[src/rtl/mdu_div_if.sv]
// Request/response bundle between EX-stage pipeline control and the iterative divider.
// The master issues operations; the slave (divider) reports busy/done and the result.
interface mdu_div_if #(
  parameter int unsigned XLEN = 32
);
  logic            start;
  logic [XLEN-1:0] rs1;
  logic [XLEN-1:0] rs2;
  logic [2:0]      mdu_op;
  logic            busy;
  logic            done;
  logic [XLEN-1:0] mdu_result;

  modport master (
    output start, rs1, rs2, mdu_op,
    input  busy, done, mdu_result
  );

  modport slave (
    input  start, rs1, rs2, mdu_op,
    output busy, done, mdu_result
  );
endinterface

[src/rtl/mdu_div.sv]
// Iterative radix-2 restoring divider for RV32M DIV/DIVU/REM/REMU.
// One quotient bit per cycle on magnitudes; sign fix-up in a final cycle.
module mdu_div #(
  parameter int unsigned XLEN = 32
) (
  input  logic      i_clk,
  input  logic      i_rst,
  mdu_div_if.slave  io_bus
);
  localparam int unsigned CntW = $clog2(XLEN);

  typedef enum logic [1:0] {StIdle, StCalc, StFix, StDone} state_e;

  state_e          r_state;
  state_e          w_state_nxt;
  logic [XLEN-1:0] r_rem;
  logic [XLEN-1:0] r_quo;
  logic [XLEN-1:0] r_div;
  logic [XLEN-1:0] r_result;
  logic [CntW-1:0] r_cnt;
  logic            r_neg_q;
  logic            r_neg_r;
  logic            r_sel_rem;

  logic            w_accept;
  logic            w_signed;
  logic            w_sign1;
  logic            w_sign2;
  logic            w_div_zero;
  logic            w_ovf;
  logic            w_special;
  logic            w_last;
  logic [XLEN-1:0] w_abs1;
  logic [XLEN-1:0] w_abs2;
  logic [XLEN-1:0] w_special_res;
  logic [XLEN-1:0] w_fix_val;
  logic [XLEN-1:0] w_fix_res;
  logic [XLEN:0]   w_rem_sh;
  logic [XLEN:0]   w_trial;

  assign w_accept   = (r_state == StIdle) && io_bus.start && io_bus.mdu_op[2];
  assign w_signed   = ~io_bus.mdu_op[0];
  assign w_sign1    = w_signed & io_bus.rs1[XLEN-1];
  assign w_sign2    = w_signed & io_bus.rs2[XLEN-1];
  assign w_abs1     = w_sign1 ? -io_bus.rs1 : io_bus.rs1;
  assign w_abs2     = w_sign2 ? -io_bus.rs2 : io_bus.rs2;
  assign w_div_zero = (io_bus.rs2 == '0);
  assign w_ovf      = w_signed && (io_bus.rs1 == {1'b1, {(XLEN-1){1'b0}}}) &&
                      (io_bus.rs2 == '1);
  assign w_special  = w_div_zero | w_ovf;

  // Divide-by-zero and signed overflow finish without iterating.
  always_comb begin
    w_special_res = '0;
    if (w_div_zero) begin
      w_special_res = io_bus.mdu_op[1] ? io_bus.rs1 : '1;
    end else begin
      w_special_res = io_bus.mdu_op[1] ? '0 : io_bus.rs1;
    end
  end

  assign w_last    = (r_cnt == CntW'(XLEN - 1));
  assign w_rem_sh  = {r_rem, r_quo[XLEN-1]};
  assign w_trial   = w_rem_sh - {1'b0, r_div};
  assign w_fix_val = r_sel_rem ? r_rem : r_quo;
  assign w_fix_res = (r_sel_rem ? r_neg_r : r_neg_q) ? -w_fix_val : w_fix_val;

  always_ff @(posedge i_clk) begin
    if (i_rst) begin
      r_state <= StIdle;
    end else begin
      r_state <= w_state_nxt;
    end
  end

  always_comb begin
    w_state_nxt = r_state;
    unique case (r_state)
      StIdle: begin
        if (w_accept) w_state_nxt = w_special ? StDone : StCalc;
      end
      StCalc: begin
        if (w_last) w_state_nxt = StFix;
      end
      StFix:   w_state_nxt = StDone;
      StDone:  w_state_nxt = StIdle;
      default: w_state_nxt = StIdle;
    endcase
  end

  always_comb begin
    io_bus.busy = 1'b0;
    io_bus.done = 1'b0;
    unique case (r_state)
      StIdle:  io_bus.busy = 1'b0;
      StCalc:  io_bus.busy = 1'b1;
      StFix:   io_bus.busy = 1'b1;
      StDone: begin
        io_bus.busy = 1'b1;
        io_bus.done = 1'b1;
      end
      default: io_bus.busy = 1'b0;
    endcase
  end

  assign io_bus.mdu_result = r_result;

  always_ff @(posedge i_clk) begin
    if (i_rst) begin
      r_rem     <= '0;
      r_quo     <= '0;
      r_div     <= '0;
      r_result  <= '0;
      r_cnt     <= '0;
      r_neg_q   <= 1'b0;
      r_neg_r   <= 1'b0;
      r_sel_rem <= 1'b0;
    end else begin
      unique case (r_state)
        StIdle: begin
          if (w_accept) begin
            r_rem     <= '0;
            r_quo     <= w_abs1;
            r_div     <= w_abs2;
            r_cnt     <= '0;
            r_neg_q   <= w_sign1 ^ w_sign2;
            r_neg_r   <= w_sign1;
            r_sel_rem <= io_bus.mdu_op[1];
            if (w_special) r_result <= w_special_res;
          end
        end
        StCalc: begin
          // Non-negative trial (MSB clear) means the divisor fits: keep difference, set bit.
          if (!w_trial[XLEN]) begin
            r_rem <= w_trial[XLEN-1:0];
            r_quo <= {r_quo[XLEN-2:0], 1'b1};
          end else begin
            r_rem <= w_rem_sh[XLEN-1:0];
            r_quo <= {r_quo[XLEN-2:0], 1'b0};
          end
          r_cnt <= r_cnt + CntW'(1);
        end
        StFix:   r_result <= w_fix_res;
        StDone:  r_cnt <= r_cnt;
        default: r_cnt <= r_cnt;
      endcase
    end
  end
endmodule

[src/flat_wrapper.sv]
// flat-port wrapper written by rule: the top's interface ports become plain ports
module mdu_div_flat 
#(
  parameter int unsigned XLEN = 32
)
  (i_clk, i_rst, io_bus_start, io_bus_rs1, io_bus_rs2, io_bus_mdu_op, io_bus_busy, io_bus_done, io_bus_mdu_result);
  mdu_div_if #(.XLEN(XLEN)) io_bus_i ();
  input  logic i_clk;
  input  logic i_rst;
  input wire logic [$bits(io_bus_i.start)-1:0] io_bus_start;
  input wire logic [$bits(io_bus_i.rs1)-1:0] io_bus_rs1;
  input wire logic [$bits(io_bus_i.rs2)-1:0] io_bus_rs2;
  input wire logic [$bits(io_bus_i.mdu_op)-1:0] io_bus_mdu_op;
  output wire logic [$bits(io_bus_i.busy)-1:0] io_bus_busy;
  output wire logic [$bits(io_bus_i.done)-1:0] io_bus_done;
  output wire logic [$bits(io_bus_i.mdu_result)-1:0] io_bus_mdu_result;
  assign io_bus_i.start = io_bus_start;
  assign io_bus_i.rs1 = io_bus_rs1;
  assign io_bus_i.rs2 = io_bus_rs2;
  assign io_bus_i.mdu_op = io_bus_mdu_op;
  assign io_bus_busy = io_bus_i.busy;
  assign io_bus_done = io_bus_i.done;
  assign io_bus_mdu_result = io_bus_i.mdu_result;
  mdu_div #(.XLEN(XLEN)) u_core (.i_clk(i_clk), .i_rst(i_rst), .io_bus(io_bus_i));
endmodule
[config.mk]
export PLATFORM = sky130hd
export DESIGN_NAME = mdu_div_flat
export DESIGN_NICKNAME = d
export VERILOG_FILES = /design/src/rtl/mdu_div_if.sv /design/src/rtl/mdu_div.sv /design/src/flat_wrapper.sv
export SDC_FILE = /design/constraint.sdc
export NUM_CORES = 1
export LEC_CHECK = 0
export ABC_AREA = 1
export CAP_MARGIN = 30
export CORE_AREA = 3 3 166 232
export CTS_BUF_LIST = sky130_fd_sc_hd__clkbuf_4 sky130_fd_sc_hd__clkbuf_8 sky130_fd_sc_hd__clkbuf_16
export DETAILED_ROUTE_END_ITERATION = 16
export DIE_AREA = 0 0 169 235
export SLEW_MARGIN = 20
export SYNTH_ARGS = -nofsm -noshare
export SYNTH_HDL_FRONTEND = slang
export SYNTH_SLANG_ARGS = --single-unit
[constraint.sdc]
create_clock -name i_clk -period 3.65 [get_ports i_clk]
set_input_delay 0.9125 -clock i_clk [delete_from_list [all_inputs] [get_ports i_clk]]
set_output_delay 0.9125 -clock i_clk [all_outputs]
set_load 0.005 [all_outputs]
==> results of run 1 <==
[report_power, final]
group          leakage [nW]  internal (mW)  switching [mW]  total, mW
combinational          5.68           1.17            2.61       3.78
clock                 0.285           1.04           0.748       1.78
sequential             1.12           1.68           0.122       1.80
total                  7.09           3.88            3.48       7.37
[worst paths after layout]
kind / to / cells past startpoint / startpoint / slack, ns
worst max register to register: u_core.io_bus.mdu_result[31]$_SDFFE_PP0P_ / 13 / u_core.r_sel_rem$_SDFFE_PP0P_ / 0.87
worst max-delay path: u_core.io_bus.mdu_result[6]$_SDFFE_PP0P_ / 14 / io_bus_rs1[0] / 0.65
worst min register to register: u_core.r_div[31]$_SDFFE_PP0P_ / 2 / u_core.r_div[31]$_SDFFE_PP0P_ / 0.47
worst min-delay path: u_core.r_div[31]$_SDFFE_PP0P_ / 2 / u_core.r_div[31]$_SDFFE_PP0P_ / 0.47
[worst min-delay path, stage by stage (launching register included)]
cell	delay (ns)
dfxtp_1	0.31
nand2_1	0.06
a21oi_1	0.06
[flip-flops by register name, indices dropped and copies added (netlist names)]
name and count:
u_core.r_rem 32, u_core.r_sel_rem 1, u_core.r_cnt 5, u_core.r_neg_r 1
u_core.r_div 32, u_core.r_neg_q 1, u_core.io_bus.mdu_result 32, u_core.r_state 2
u_core.r_quo 32
[layer usage]
metal | up-vias | track usage | wire [µm]
li1 | 7250 | - | -
met1 | 6605 | 0.287 | 19600
met2 | 447 | 0.418 | 24000
met3 | 88 | 0.0308 | 2150
met4 | 0 | 0.0994 | 2050
met5 | - | 0 | 0
[layout make-up]
cell class | count | area [µm²]
clock inverter | 13 | 144
tap | 467 | 584
clock buffer | 19 | 447
fill | 4111 | 22000
timing repair buffer | 125 | 1220
inverter | 381 | 1430
sequential | 138 | 2760
multi-input combinational | 1645 | 8060
[metrics by stage]
step	instance area [µm²]	std cells
finish	14600	2788
global route	14600	2788
detailed placement	14000	2755
floorplan	12700	2248
CTS	14600	2787
global placement	14000	2755
[kinds of logic after synthesis]
kind of cell               count (synthesis)  synth area share
DFF                                      138             0.217
AOI/OAI and AO/OA                        381             0.167
and+or+nand+nor                         1184             0.398
xor gates and xnor gates                  36            0.0248
adders and majority gates                 44            0.0439
buffers and inverters                    465             0.149
[cell usage in the layout (no fill, tap or decap), types with 3 or more instances in the layout]
cell	count
nand2_1	665
inv_1	371
nor2_1	230
nand3_1	171
dfxtp_1	137
a21oi_1	131
o21ai_0	113
clkdlybuf4s50_1	102
o21ai_1	43
ha_1	43
o211ai_1	30
nand4_1	25
nor3_1	24
xor2_1	22
a31oi_1	21
buf_4	20
clkbuf_16	17
o22ai_1	15
nand2_2	14
xnor2_1	14
o21ai_2	13
nor2_2	10
nand3_2	9
inv_2	8
nor2_4	6
nand2_4	5
nand3b_1	5
o221ai_1	5
and2_1	4
nor4_1	4
a21oi_2	3
clkinv_2	3
clkinv_4	3
clkinvlp_4	3
==> metrics, run 1 <==
Max Cap Violations=0; PostCTS Resize Cnt=0; Fin. Hold Viols=0; top-count cell post-synth=nand2_1; Critical Path Sink Type=flop; Cell Pwr Density=503 mW/mm²; layout cells sized above 1=0.0564; H-tree depth=4; worst path buffer plus inverter count=2; hold slack=0.472 ns; Post-synth top cells=nand2_1 (665), inv_1 (371), nor2_1 (231), nand3_1 (171), dfxtp_1 (138); CP startpoint kind=input port; die height=235 µm; hold_buf cts=0; clock transition at the registers of the reported paths=0.06 ns; Tcrit/Tclk final=0.822; DR WL/cell=17.1 µm; CTS tree=done; Synth cell types=52; Seq/Total Area, Yosys=0.217; Synth Register Bits=138; Pleak=7.09 nW; clock buffer count from CTS=17; Die W=169 µm; synthesized area per cell=5.65 µm²; final slew viol count=0; Crit Path Class=input port to flop; Synth area leaders=dfxtp_1 (22%), nand2_1 (20%), inv_1 (11%), nor2_1 (6.8%), nand3_1 (6.7%); status=complete, no violations; core box area=0.0367 mm²; clock skew=0.0124 ns; setup TNS=0 ns; num rows=83; Design Power=7.37 mW; Routability Congestion=0.962; clk_lat worst skew=0.45 ns; Yosys top cell area share=0.217; grt total ovfl=0; CTS Sinks=138; vias after detailed routing=14.4k; fmax=333 MHz; Post-Route WL=47,800 µm; critical path, cell by cell=clkdlybuf4s50_1 > inv_1 > ha_1 > nand3_1 > nor2_1 > nand3_1 > nor2_1 > nand3_1 > nand2_1 > nand2_1 > nand2_1 > nand2_4 > nor2_1 > nor2_1; Final Core Density=0.400; global-route wire length before repair=75,100 µm; Worst path max stage delay=0.43 ns; final setup fails=0; crit-path max FO=36; Die ar.=0.0397 mm²; clock buffer depth=2; pre-CTS setup slack=0.241 ns; synthesized cell area=0.0127 mm²; vias in the first global route=13.5k; initial DRC count=1,292; unrepaired setup endpoints after global routing=no; WP data arrival=3.33 ns; hpwl dp=38,000 µm; Syn. warnings=0; Mapped Cells=2,248; main flop type after synthesis=dfxtp_1; TritonRoute pass-1 iters=5; Root Driver=clkbuf_16; Hold Crit Class=flop to flop; antenna cells=0; Remaining DRCs=0; Via density=5.16; Syn-to-layout area delta=15.3%; number of flops mapped to enable cells by yosys=0; peak supply drop=0.253 mV; Post-CTS Setup Inserts=0; I/O pins=104; critical path's most frequent cell=nor2_1; initial core utilization=0.347; final net count=2,422; Crit path max-delay family=simple AND/OR/NAND/NOR gates; Slew HR=0.410; DRT antenna net count=0; largest net degree at the start of global routing=86; initial antenna violation count=0; worst-margin pin slew=0.883 ns; Critical-path top delay cell=clkdlybuf4s50_1; gr usage total=0.237; syn_nets=2,362; CP required=3.98 ns; Post-synth ARST share=0; cell accounting for the most synthesized area=dfxtp_1; Tmin final=3.00 ns; min setup slack post-route=0.648 ns; I/O Buffers=103
Power figures use the tool's default switching activity.
==> run 2: changes to the inputs <==
clock period = 2.9 ns   (was 3.65 ns; I/O delays follow)
==> run 2 against run 1 <==
Compared with the run above:
- combinational power up 29%
- via count up 1.4%
- sequential power up 26%
- non-clock buffer count up 72
- highest routed layer unchanged
- wire length up 0.15%
- first-iteration DRC count down 13%
- total power up 26%
==> metrics, run 2 (synthesized netlist as in run 1, its figures left out) <==
Post-Route WL=47,800 µm; clock transition at the registers of the reported paths=0.07 ns; Syn-to-layout area delta=19.7%; global-route wire length before repair=75,600 µm; initial antenna violation count=0; grt total ovfl=0; Cell Pwr Density=608 mW/mm²; Routability Congestion=0.979; clk_lat worst skew=0.45 ns; setup TNS=0 ns; gr usage total=0.238; fmax=384 MHz; worst-margin pin slew=0.855 ns; initial core utilization=0.347; Root Driver=clkbuf_16; Tcrit/Tclk final=0.899; initial DRC count=1,118; Via density=5.10; WP data arrival=2.98 ns; clock skew=0.0133 ns; dpl cell area=0.0147 mm²; Final Core Density=0.415; die height=235 µm; vias after detailed routing=14.6k; Slew HR=0.429; largest net degree at the start of global routing=86; hpwl dp=38,500 µm; critical path, cell by cell=ha_1 > inv_1 > fa_1 > nand2_1 > nand2_1 > nand3_1 > nand2_2 > nand2_1 > nand2_2 > nand2_2 > nand2_2 > nand2_2 > nand3_2 > nand2_1 > nand2_1 > a21oi_1; placed insts=2,828; pre-CTS setup slack=-0.121 ns; H-tree depth=4; clock buffer depth=2; antenna cells=0; Max Cap Violations=0; hold_buf cts=0; status=complete, no violations; CTS tree=done; Crit path max-delay family=simple AND/OR/NAND/NOR gates; min setup slack post-route=0.294 ns; DR WL/cell=16.7 µm; hold slack=0.469 ns; Tmin final=2.61 ns; I/O pins=104; vias in the first global route=13.8k; num rows=83; Worst path max stage delay=0.42 ns; Crit Path Class=flop to flop; most common cell after layout, fill and taps aside=nand2_1; post-route cell area=0.0152 mm²; PostCTS Resize Cnt=0; final slew viol count=0; CTS Sinks=138; CP startpoint kind=flop; final setup fails=0; DRT antenna net count=0; Remaining DRCs=0; Post-CTS Setup Inserts=0; core box area=0.0367 mm²; Fin. Hold Viols=0; unrepaired setup endpoints after global routing=no; layout cells sized above 1=0.0848; Design Power=9.25 mW; I/O Buffers=103; Layout Cells excl Fill=2,860; peak supply drop=0.318 mV; worst path buffer plus inverter count=1; Die ar.=0.0397 mm²; most frequent cells in the layout=nand2_1 (665), inv_1 (371), nor2_1 (230); Die W=169 µm; final net count=2,494; Critical Path Sink Type=flop; Pleak=7.44 nW; Hold Crit Class=flop to flop; CP required=3.27 ns; TritonRoute pass-1 iters=6; clock buffer count from CTS=17; crit-path max FO=8; Critical-path top delay cell=dfxtp_1
[run 2: cell types whose count changed in the layout (fill, tap and decap cells not counted), sizes merged]
cell    change
bufinv      -2
clkbuf      -1
clkinv      -1
inv         +4
buf        +72
[run 2: path summary, 6_finish.rpt]
kind              slack, ns                             to  cells past startpoint                           from
setup / recovery       0.29  u_core.r_rem[31]$_SDFFE_PP0P_                     16   u_core.r_div[0]$_SDFFE_PP0P_
hold / removal         0.47  u_core.r_quo[27]$_SDFFE_PP0P_                      2  u_core.r_quo[27]$_SDFFE_PP0P_
setup reg to reg       0.29  u_core.r_rem[31]$_SDFFE_PP0P_                     16   u_core.r_div[0]$_SDFFE_PP0P_
hold reg to reg        0.47  u_core.r_quo[27]$_SDFFE_PP0P_                      2  u_core.r_quo[27]$_SDFFE_PP0P_
[run 2: power by group]
group	switching (mW)	leakage, nW	internal (mW)
Clock	0.981	0.262	1.12
Combinational	3.31	6.06	1.58
Sequential	0.151	1.12	2.11
Total	4.44	7.44	4.81
[run 2: worst reg2reg max path: cells and delay by family, from the launching register on]
family                     cells  cell delay (ns)
DFF                            1             0.42
AOI/OAI and AO/OA              1             0.11
buffers and inverters          1             0.09
adders and majority gates      2             0.59
and+or+nand+nor               12             1.33
[run 2: area by class of cell]
cell class                 instances  area [µm²]
sequential                       138        2760
tap                              467         584
multi-input combinational       1645        8060
clock buffer                      18         433
timing repair buffer             197        1830
clock inverter                    14         111
inverter                         381        1430
fill                            4054       21400
[run 2: per-layer routing]
| metal | track usage | vias to the layer above | wire (µm) |
|---|---|---|---|
| li1 | - | 7408 | - |
| met1 | 0.283 | 6604 | 19700 |
| met2 | 0.412 | 459 | 23100 |
| met3 | 0.0333 | 119 | 2290 |
| met4 | 0.129 | 0 | 2730 |
| met5 | 0 | - | 0 |
==> run 3: changes to the inputs <==
PLACE_DENSITY = 0.6   (was unset)
==> results of run 3 <==
No change in the layout: final DEF, timing and power equal those of run 2.
